## config.mk

```make
export PLATFORM = sky130hd
export DESIGN_NAME = conv2d_window_engine_flat
export DESIGN_NICKNAME = d
export VERILOG_FILES = /design/src/rtl/conv2d_window_engine_pkg.sv /design/src/rtl/conv2d_window_engine_if.sv /design/src/rtl/conv2d_window_engine_mac.sv /design/src/rtl/conv2d_window_engine.sv /design/src/flat_wrapper.sv
export SDC_FILE = /design/constraint.sdc
export NUM_CORES = 2
export LEC_CHECK = 0
export CORE_UTILIZATION = 35
export CTS_BUF_LIST = sky130_fd_sc_hd__clkbuf_16
export CTS_CLUSTER_DIAMETER = 150
export DETAILED_ROUTE_END_ITERATION = 7
export PLACE_DENSITY = 0.63
export SETUP_SLACK_MARGIN = 0.05
export SLEW_MARGIN = 15
export SYNTH_ARGS = -nofsm -noshare
export SYNTH_HDL_FRONTEND = slang
export SYNTH_SLANG_ARGS = --single-unit
```

## constraint.sdc

```tcl
create_clock -name clk -period 13.3 [get_ports clk]
set_input_delay 1.995 -clock clk [delete_from_list [all_inputs] [get_ports clk]]
set_output_delay 1.995 -clock clk [all_outputs]
set_load 0.005 [all_outputs]
```

## src/rtl/conv2d_window_engine_pkg.sv

```systemverilog
// conv_pkg: shared state encoding, fixed-point defaults and helpers for the window engine.
// CONV2D_SAT_EN selects saturating scaling in conv_scale.
package conv_pkg;
    localparam int CONV_DATA_W = 16;
    localparam int CONV_FRAC_W = 8;
    localparam int CONV_ACC_W  = 40;

    typedef enum logic [2:0] {S_IDLE, S_CHECK, S_FETCH, S_DRAIN, S_EMIT, S_FIN} conv_state_t;

    typedef struct packed {
        logic                   sat;
        logic [CONV_DATA_W-1:0] data;
    } scale_t;

    function automatic logic [15:0] conv_out_size(input logic [15:0] n, input logic [15:0] k, input logic [1:0] s);
        return (s == 2'd2) ? ((n - k) >> 1) + 16'd1 : n - k + 16'd1;
    endfunction

    function automatic scale_t conv_scale(input logic signed [CONV_ACC_W-1:0] acc);
`ifdef CONV2D_SAT_EN
        logic signed [CONV_ACC_W-1:0] sh;
        logic [CONV_ACC_W-CONV_DATA_W:0] hi;
        sh = acc >>> CONV_FRAC_W;
        hi = sh[CONV_ACC_W-1:CONV_DATA_W-1];
        conv_scale.sat  = !(&hi) && (|hi);
        conv_scale.data = !conv_scale.sat ? sh[CONV_DATA_W-1:0] :
                          sh[CONV_ACC_W-1] ? {1'b1, {(CONV_DATA_W-1){1'b0}}} : {1'b0, {(CONV_DATA_W-1){1'b1}}};
`else
        conv_scale.sat  = 1'b0;
        conv_scale.data = CONV_DATA_W'(acc >>> CONV_FRAC_W);
`endif
    endfunction
endpackage

```

## src/rtl/conv2d_window_engine_if.sv

```systemverilog
// conv2d_window_engine_if: control, pixel-memory and result-stream bundle of the window engine.
// CONV2D_SAT_EN adds the sticky sat_flag output.
interface conv2d_window_engine_if #(
    parameter int DATA_W = 16,
    parameter int MAX_K  = 5,
    parameter int ADDR_W = 10
);
    logic                     start;
    logic [15:0]              img_size;
    logic [15:0]              k_size;
    logic [1:0]               stride;
    logic signed [DATA_W-1:0] filter [MAX_K*MAX_K];
    logic [ADDR_W-1:0]        mem_addr;
    logic                     mem_rd;
    logic signed [DATA_W-1:0] mem_data;
    logic signed [DATA_W-1:0] out_data;
    logic [15:0]              out_row;
    logic [15:0]              out_col;
    logic                     out_valid;
    logic                     out_ready;
    logic                     busy;
    logic                     done;
    logic                     err;
`ifdef CONV2D_SAT_EN
    logic                     sat_flag;
`endif

    modport master (
        input  start, img_size, k_size, stride, filter, mem_data, out_ready,
`ifdef CONV2D_SAT_EN
        output sat_flag,
`endif
        output mem_addr, mem_rd, out_data, out_row, out_col, out_valid, busy, done, err
    );

    modport slave (
        output start, img_size, k_size, stride, filter, mem_data, out_ready,
`ifdef CONV2D_SAT_EN
        input  sat_flag,
`endif
        input  mem_addr, mem_rd, out_data, out_row, out_col, out_valid, busy, done, err
    );
endinterface

```

## src/rtl/conv2d_window_engine_mac.sv

```systemverilog
// conv_mac_unit: signed multiply-accumulate with clear and enable, presenting the fixed-point scaled result.
module conv_mac_unit
    import conv_pkg::*;
#(
    parameter int DATA_W = CONV_DATA_W,
    parameter int ACC_W  = CONV_ACC_W
) (
    input  logic                     clk,
    input  logic                     reset,
    input  logic                     clr,
    input  logic                     en,
    input  logic signed [DATA_W-1:0] a,
    input  logic signed [DATA_W-1:0] b,
    output scale_t                   res
);
    logic signed [2*DATA_W-1:0] prod;
    logic signed [ACC_W-1:0]    acc;

    assign prod = a * b;
    assign res  = conv_scale(acc);

    always_ff @(posedge clk)
        acc <= (reset || clr) ? '0 : en ? acc + {{(ACC_W-2*DATA_W){prod[2*DATA_W-1]}}, prod} : acc;
endmodule

```

## src/rtl/conv2d_window_engine.sv

```systemverilog
// conv2d_window_engine: serial KxK window convolver over a 1-cycle-latency pixel memory, row-major valid/ready output.
// CONV2D_SAT_EN: saturate results and raise sticky sat_flag on clipping; otherwise results wrap.
module conv2d_window_engine
    import conv_pkg::*;
#(
    parameter int DATA_W  = CONV_DATA_W,
    parameter int FRAC_W  = CONV_FRAC_W,
    parameter int MAX_IMG = 32,
    parameter int MAX_K   = 5,
    parameter int ACC_W   = CONV_ACC_W,
    parameter int ADDR_W  = $clog2(MAX_IMG*MAX_IMG)
) (
    input logic clk,
    input logic reset,
    conv2d_window_engine_if.master bus
);
    localparam int FW = $clog2(MAX_K*MAX_K);

    conv_state_t              state, nxt;
    logic [15:0]              n, k, o, row, col, wr, wc;
    logic [1:0]               s;
    logic signed [DATA_W-1:0] coef [MAX_K*MAX_K];
    logic [FW-1:0]            f, f_d, last_f;
    logic                     rd_d, bad, xfer, last_out;
    logic [31:0]              pr, pc;
    scale_t                   res;

    assign bad      = !k[0] || k > 16'(MAX_K) || n < k || n > 16'(MAX_IMG) || (s != 2'd1 && s != 2'd2);
    assign last_f   = FW'(k * k - 16'd1);
    assign xfer     = state == S_EMIT && bus.out_ready;
    assign last_out = row == o - 16'd1 && col == o - 16'd1;
    assign pr       = 32'(row) * 32'(s) + 32'(wr);
    assign pc       = 32'(col) * 32'(s) + 32'(wc);

    assign bus.mem_addr  = state == S_FETCH ? ADDR_W'(pr * 32'(n) + pc) : '0;
    assign bus.mem_rd    = state == S_FETCH;
    assign bus.out_valid = state == S_EMIT;
    assign bus.out_data  = state == S_EMIT ? res.data : '0;
    assign bus.out_row   = row;
    assign bus.out_col   = col;
    assign bus.busy      = state != S_IDLE && state != S_FIN;
    assign bus.done      = state == S_FIN;

    conv_mac_unit #(.DATA_W(DATA_W), .ACC_W(ACC_W)) mac (
        .clk(clk), .reset(reset), .clr(xfer), .en(rd_d),
        .a(bus.mem_data), .b(coef[f_d]), .res(res)
    );

    always_ff @(posedge clk)
        state <= reset ? S_IDLE : nxt;

    always_comb begin
        nxt = state;
        case (state)
            S_IDLE:  nxt = bus.start ? S_CHECK : S_IDLE;
            S_CHECK: nxt = bad ? S_FIN : S_FETCH;
            S_FETCH: nxt = f == last_f ? S_DRAIN : S_FETCH;
            S_DRAIN: nxt = S_EMIT;
            S_EMIT:  nxt = !bus.out_ready ? S_EMIT : last_out ? S_FIN : S_FETCH;
            default: nxt = S_IDLE;
        endcase
    end

    always_ff @(posedge clk) begin
        if (reset) begin
            {n, k, o, row, col, wr, wc} <= '0;
            s       <= '0;
            f       <= '0;
            f_d     <= '0;
            rd_d    <= 1'b0;
            coef    <= '{default: '0};
            bus.err <= 1'b0;
        end else begin
            f_d  <= f;
            rd_d <= state == S_FETCH;
            if (state == S_IDLE && bus.start) begin
                n       <= bus.img_size;
                k       <= bus.k_size;
                s       <= bus.stride;
                coef    <= bus.filter;
                row     <= '0;
                col     <= '0;
                bus.err <= 1'b0;
            end
            if (state == S_CHECK) begin
                bus.err <= bad;
                o       <= conv_out_size(n, k, s);
            end
            if (state == S_FETCH) begin
                f  <= f + FW'(1);
                wc <= wc == k - 16'd1 ? '0 : wc + 16'd1;
                wr <= wc == k - 16'd1 ? wr + 16'd1 : wr;
            end
            if (xfer) begin
                f   <= '0;
                wr  <= '0;
                wc  <= '0;
                col <= col == o - 16'd1 ? '0 : col + 16'd1;
                row <= col == o - 16'd1 ? row + 16'd1 : row;
            end
        end
    end

`ifdef CONV2D_SAT_EN
    always_ff @(posedge clk)
        bus.sat_flag <= (reset || (state == S_IDLE && bus.start)) ? 1'b0 : bus.sat_flag || (xfer && res.sat);
`else
    logic unused_sat;
    assign unused_sat = res.sat;
`endif
endmodule
```

## src/flat_wrapper.sv

```systemverilog
// flat-port wrapper written by rule: the top's interface ports become plain ports
module conv2d_window_engine_flat import conv_pkg::*;
#(
    parameter int DATA_W  = CONV_DATA_W,
    parameter int FRAC_W  = CONV_FRAC_W,
    parameter int MAX_IMG = 32,
    parameter int MAX_K   = 5,
    parameter int ACC_W   = CONV_ACC_W,
    parameter int ADDR_W  = $clog2(MAX_IMG*MAX_IMG)
)
  (clk, reset, bus_start, bus_img_size, bus_k_size, bus_stride, bus_filter, bus_mem_data, bus_out_ready, bus_mem_addr, bus_mem_rd, bus_out_data, bus_out_row, bus_out_col, bus_out_valid, bus_busy, bus_done, bus_err);
  conv2d_window_engine_if #(.DATA_W(DATA_W), .MAX_K(MAX_K), .ADDR_W(ADDR_W)) bus_i ();
  input logic clk;
  input logic reset;
  input wire logic [$bits(bus_i.start)-1:0] bus_start;
  input wire logic [$bits(bus_i.img_size)-1:0] bus_img_size;
  input wire logic [$bits(bus_i.k_size)-1:0] bus_k_size;
  input wire logic [$bits(bus_i.stride)-1:0] bus_stride;
  input wire logic [$bits(bus_i.filter)-1:0] bus_filter;
  input wire logic [$bits(bus_i.mem_data)-1:0] bus_mem_data;
  input wire logic [$bits(bus_i.out_ready)-1:0] bus_out_ready;
  output wire logic [$bits(bus_i.mem_addr)-1:0] bus_mem_addr;
  output wire logic [$bits(bus_i.mem_rd)-1:0] bus_mem_rd;
  output wire logic [$bits(bus_i.out_data)-1:0] bus_out_data;
  output wire logic [$bits(bus_i.out_row)-1:0] bus_out_row;
  output wire logic [$bits(bus_i.out_col)-1:0] bus_out_col;
  output wire logic [$bits(bus_i.out_valid)-1:0] bus_out_valid;
  output wire logic [$bits(bus_i.busy)-1:0] bus_busy;
  output wire logic [$bits(bus_i.done)-1:0] bus_done;
  output wire logic [$bits(bus_i.err)-1:0] bus_err;
  assign bus_i.start = bus_start;
  assign bus_i.img_size = bus_img_size;
  assign bus_i.k_size = bus_k_size;
  assign bus_i.stride = bus_stride;
  assign bus_i.filter = {>>{bus_filter}};
  assign bus_i.mem_data = bus_mem_data;
  assign bus_i.out_ready = bus_out_ready;
  assign bus_mem_addr = bus_i.mem_addr;
  assign bus_mem_rd = bus_i.mem_rd;
  assign bus_out_data = bus_i.out_data;
  assign bus_out_row = bus_i.out_row;
  assign bus_out_col = bus_i.out_col;
  assign bus_out_valid = bus_i.out_valid;
  assign bus_busy = bus_i.busy;
  assign bus_done = bus_i.done;
  assign bus_err = bus_i.err;
  conv2d_window_engine #(.DATA_W(DATA_W), .FRAC_W(FRAC_W), .MAX_IMG(MAX_IMG), .MAX_K(MAX_K), .ACC_W(ACC_W), .ADDR_W(ADDR_W)) u_core (.clk(clk), .reset(reset), .bus(bus_i));
endmodule
```

## After elaboration in Yosys (flattened, before gate mapping)

Cells that the tools add are included.

- $add $sub $neg: 15
- Reduce and logical (&&, ||, !) cells: 18
- Multiply operators: 5
- Equality and inequality tests: 14
- Bitwise gates (word level): 1
- Multiplexer cells: 20
- Magnitude comparators: 4

Operators with widths:

| cell | number |
|---|---|
| $mux W16 | 10 |
| $add A16 B1 Y16 const B | 5 |
| $bmux W16 S5 | 1 |
| $eq A16 B16 Y1 | 3 |
| $add A40 B40 Y40 | 1 |
| $mul A16 B16 Y32 | 1 |
| $mul A32 B16 Y10 | 1 |
| $sub A16 B1 Y16 const B | 2 |
| $add A10 B10 Y10 | 2 |
| $add A18 B16 Y19 | 1 |
| $mul A16 B2 Y18 | 1 |
| $add A15 B1 Y16 const B | 1 |
| $gt A16 B3 Y1 const B | 1 |
| $gt A16 B6 Y1 const B | 1 |
| $lt A16 B16 Y1 | 1 |
| $mul A16 B16 Y5 | 1 |
| $mul A16 B2 Y10 | 1 |
| $sub A16 B16 Y16 | 1 |
| $pmux W3 S5 | 1 |
| $mux W10 | 1 |
| $mux W3 | 3 |
| $eq A3 B2 Y1 const B | 2 |
| $eq A3 B3 Y1 const B | 2 |
| $ge A6 B6 Y1 const B | 1 |
| 18 further kinds | 32 |

- Output and inout port bits: 63
- Register bits: 569
- Bits of input ports: 454

## Logic depth before layout (Yosys ltp)

- Word-level depth: 7
- Depth in mapped cells: 44
- Gate-level depth less buffers: 38

## Modules after synthesis

Synthesis repeated with hierarchy kept, for this count alone.

- Cells, all modules: 4528
- Area total of the unflattened synthesis: 37925.1 µm²

By module, submodules not included:

| module | sequential area each (µm²) | cells each | times used | area an instance (µm²) |
|---|---|---|---|---|
| conv2d_window_engine | 10470.0 | 3399 | 1 | 28207.1 |
| conv_mac_unit | 480.5 | 1129 | 1 | 9718.1 |

## Least setup slack after synthesis

No wires, ideal clock.

- Path type: register to register
- Start point: reg u_core.f_d[0]
- End point: reg u_core.mac.acc[23]
- Path slack: 3.146 ns
- Cell stages (with the launch flop): 42
- Path buffers: 7
- Setup time: 0.070 ns
- Arrival time: 10.084 ns
- Path through: dfxtp_1 -> buf_4 -> buf_4 -> buf_4 -> buf_6 -> buf_2 -> buf_2 -> mux4_2 -> mux4_2 -> mux2i_1 -> clkbuf_1 -> nor2b_1 -> fa_1 -> inv_1 -> fa_1 -> fa_1 -> fa_1 -> inv_1 -> [... 6 more ...] -> a21oi_1 -> o21ai_0 -> o21bai_1 -> and2_1 -> o21ai_0 -> nand2b_1 -> xor2_1 -> ha_1 -> a21o_1 -> a21o_1 -> a21oi_1 -> o21a_1 -> a311oi_1 -> a2111oi_0 -> xnor3_1 -> xnor2_1 -> or3_1 -> a21oi_1

- Word-level cells in the longest chain between the ends: 6

RTL lines:

| item | line | text |
|---|---|---|
| start: declaration | conv2d_window_engine.sv:23 | `logic [FW-1:0] f, f_d, last_f;` |
| start signal: assignment | conv2d_window_engine.sv:69 | `f_d <= '0;` |
| start signal: assignment | conv2d_window_engine.sv:74 | `f_d <= f;` |
| $not A5 Y6 (implied by the code) | conv2d_window_engine.sv:46 | `.a(bus.mem_data), .b(coef[f_d]), .res(res)` |
| $bmux W16 S5 | conv2d_window_engine.sv:46 |  |
| $mux W16 (implied by the code) (2 in series) | conv2d_window_engine.sv:46 |  |
| $mul A16 B16 Y32 | conv2d_window_engine_mac.sv:19 | `assign prod = a * b;` |
| $add A40 B40 Y40 | conv2d_window_engine_mac.sv:23 | `acc <= (reset \|\| clr) ? '0 : en ? acc + {{(ACC_W-2*DATA_W){prod[2*DATA_W-1]}}, prod} : acc;` |
| end signal: assignment | conv2d_window_engine_mac.sv:23 |  |
| end: declaration | conv2d_window_engine_mac.sv:17 | `logic signed [ACC_W-1:0] acc;` |

No other way between the ends. The select of a mux whose other input is x is not followed.
A chain may end at the register's enable or synchronous reset.

## Worst setup path in the final report

- Start point: reg u_core.f_d[1]
- End point: reg u_core.mac.acc[23]

The elaborated chain is that of the path after synthesis.

==> reports/summary.txt <==
CP Launch Type - flip-flop
PwrDens - 128.6 mW/mm2
Post-CTS Setup Bufs - 0
global-route wire length before repair - 187.2 mm
multiplexer area fraction after synthesis - 6.967%
WP data required - 13.83 ns
setup TNS - 0 ns
Synth area leader - dfxtp_1
crit share post-route - 82.02%
via density per instance - 5.052
initial DRC count - 2385
Starting Density - 35.26%
antenna viol nets, final - 0
Max-Cap Viols - 0
CTS sink cnt - 547
top post-synthesis cells by area - dfxtp_1 (30%), fa_1 (13%), nand2_1 (12%)
total core area - 0.1051 mm2
placed cell count - 6189
cts-stage hold buffer count - 0
Avg Synthesized Cell Area - 8.197 um2
largest family of logic cells by synthesized area - simple AND/OR/NAND/NOR gates
Die Y - 327.4 um
FF+latch count, synth - 547
Synth async-reset ratio - 0%
most common cell after layout, fill and taps aside - nand2_1
Reg clk slew, reported paths - 0.06 ns
multi-input logic area - 0.02354 mm2
drc violations - 0
IO buf count - 516
most frequent cells in the layout - nand2_1 (1140), dfxtp_1 (545), a21oi_1 (541)
All-Layer GR Usage - 22.73%
Peak supply drop - 0.07060 mV
Routed wire per std cell - 19.65 um
GPL Wtd Cong - 0.8873
RSZ-0062 raised after global routing - no
number of enable flip-flop cells after synthesis - 0
predominant post-synthesis flop cell - dfxtp_1
critical path's slowest cell - dfxtp_4
complex-gate fraction of the synthesized area - 11.98%
P_leak - 18.09 nW
Layout fillers - 10559
outcome - finished, final reports clean
final setup fails - 0
Power Total - 5.818 mW
NumNets Final - 5736
Worst slew margin - 19.11%
non-filler cells, final - 6304
Worst EP arrival - 11.44 ns
clock buffer count from CTS - 66
fmax - 0.09167 GHz
die area - 0.1072 mm2
clock skew - 0.01416 ns
Area growth, synth to finish - 22.03%
CP Max Fanout - 46
via count - 31846
most used cell, CP - fa_1
Post-Synth Adder-Cell Area - 18.98%
root buf cell - clkbuf_16
Synth top area share - 29.54%
final hold violation count - 0
Simple-Gate Fraction of Synth Area - 20.10%
Post-Syn Nets - 5392
Pre-Repair DR Iteration Count - 5
Yosys Warn Count - 0
CTS tree - done
hold crit path type - reg -> reg
Post-Route WL - 123.9 mm
sequential share of the synthesized area - 29.54%
post-synthesis cell count - 4522
synthesized area - 0.03707 mm2
IO Pins - 517
vias in the first global route - 30885
Max clock buf depth - 3
largest net degree at the start of global routing - 247
layout cell share with drive strength beyond 1 - 4.766%
storage element area - 0.01096 mm2
DIE WIDTH - 327.4 um
Core Rows - 119
Pins Over Slew Limit - 0
# H-tree levels - 3
Worst R2R Path Depth - 33
post-synth cell types - 87
PostCTS Resize Cnt - 0
HPWL after DPL - 94.79 mm
gr ovfl total - 0
Crit. End Element - flip-flop
XOR/XNOR share of the synthesized area - 5.425%
CP peak stage delay - 0.83 ns
antenna violations before repair - 15
Crit Path Category - reg -> reg
final period demand of the worst path - 10.91 ns
worst skew pair latency - 0.63 ns
Hold Path Depth - 2
worst slew pin tran - 1.209 ns
## routing by layer
layer | global-route usage (%) | share of wire, %
met1 | 30.37 | 43
met3 | 4.505 | 7.4
met4 | 6.583 | 2.8
met2 | 37.04 | 47
met5 | 0 | 0.11
## report_power, final
group | switching, mW | leakage [nW] | internal, mW
registers | 0.104 | 4.48 | 1.77
logic | 1.25 | 12.6 | 0.937
clock network | 0.752 | 1.02 | 1.00
total | 2.11 | 18.1 | 3.71
## path summary, 6_finish.rpt
kind | start | endpoint | slack, ns
worst max-delay path | u_core.f_d[1] | u_core.mac.acc[23] | 2.39
worst min-delay path | u_core.coef[346] | u_core.coef[346] | 0.45
worst max register to register | u_core.f_d[1] | u_core.mac.acc[23] | 2.39
worst min register to register | u_core.coef[346] | u_core.coef[346] | 0.45
## area by class of cell
type                            count  share of cell area (%)
Multi-Input combinational cell   3305                   52.05
Sequential cell                   547                   24.23
Timing Repair Buffer              546                   12.01
Tap cell                         1391                   3.848
Clock buffer                       66                   3.652
Inverter                          400                   3.320
Clock inverter                     46                  0.8742
Antenna cell                        3                 0.01660
## kinds of logic after synthesis
kind of cell             after synthesis
AO/OA/AOI/OAI                        788
flip-flops                           547
adder cells (fa/ha/maj)              416
buffers and inverters                670
multiplexers                         159
AND/OR/NAND/NOR                     1714
XOR/XNOR                             228
## worst max-delay path: cells and delay by family, from the launching register on
kind,cells,cell delay [ns]
xor+xnor,2,0.44
buf+inv,6,0.84
simple gates,5,1.49
flops,1,0.83
fa+ha+maj,8,3.78
compound gates,12,3.34
## cell usage after synthesis (35+ instances only)
cell type     n
a21oi_1     541
nor2_1      173
xor2_1       73
ha_1        172
dfxtp_1     547
xnor2_1     154
o21ai_0      76
fa_1        244
clkbuf_1    235
mux2i_1      78
nand3_1      35
nand2_1    1140
and2_1      170
mux4_2       79
inv_1       399
## stage by stage
stage | area (um2) | util [%] | hold WS (ns) | worst slack, ns
after floorplan | 37070 | - | 0.4331 | 3.146
after global placement | 43170 | 41.07 | 0.4390 | 2.393
after detailed placement | 43170 | 41.07 | 0.4441 | 2.245
after CTS | 45220 | 43.02 | 0.4520 | 2.201
after global routing | 45220 | 43.02 | 0.4641 | 1.627
final | 45230 | 43.03 | 0.4513 | 2.391
## sequential cells by signal (all words and copies together) (netlist names)
name / flops
u_core.bus.out_row: 16
u_core.bus.out_col: 16
u_core.coef: 400
u_core.bus.err: 1
u_core.k: 16
u_core.o: 16
u_core.rd_d: 1
u_core.mac.acc: 24
u_core.f: 5
u_core.state: 3
u_core.s: 2
u_core.n: 16
u_core.f_d: 5
u_core.wc: 16
u_core.wr: 10
(Power assumes the default switching activity.)
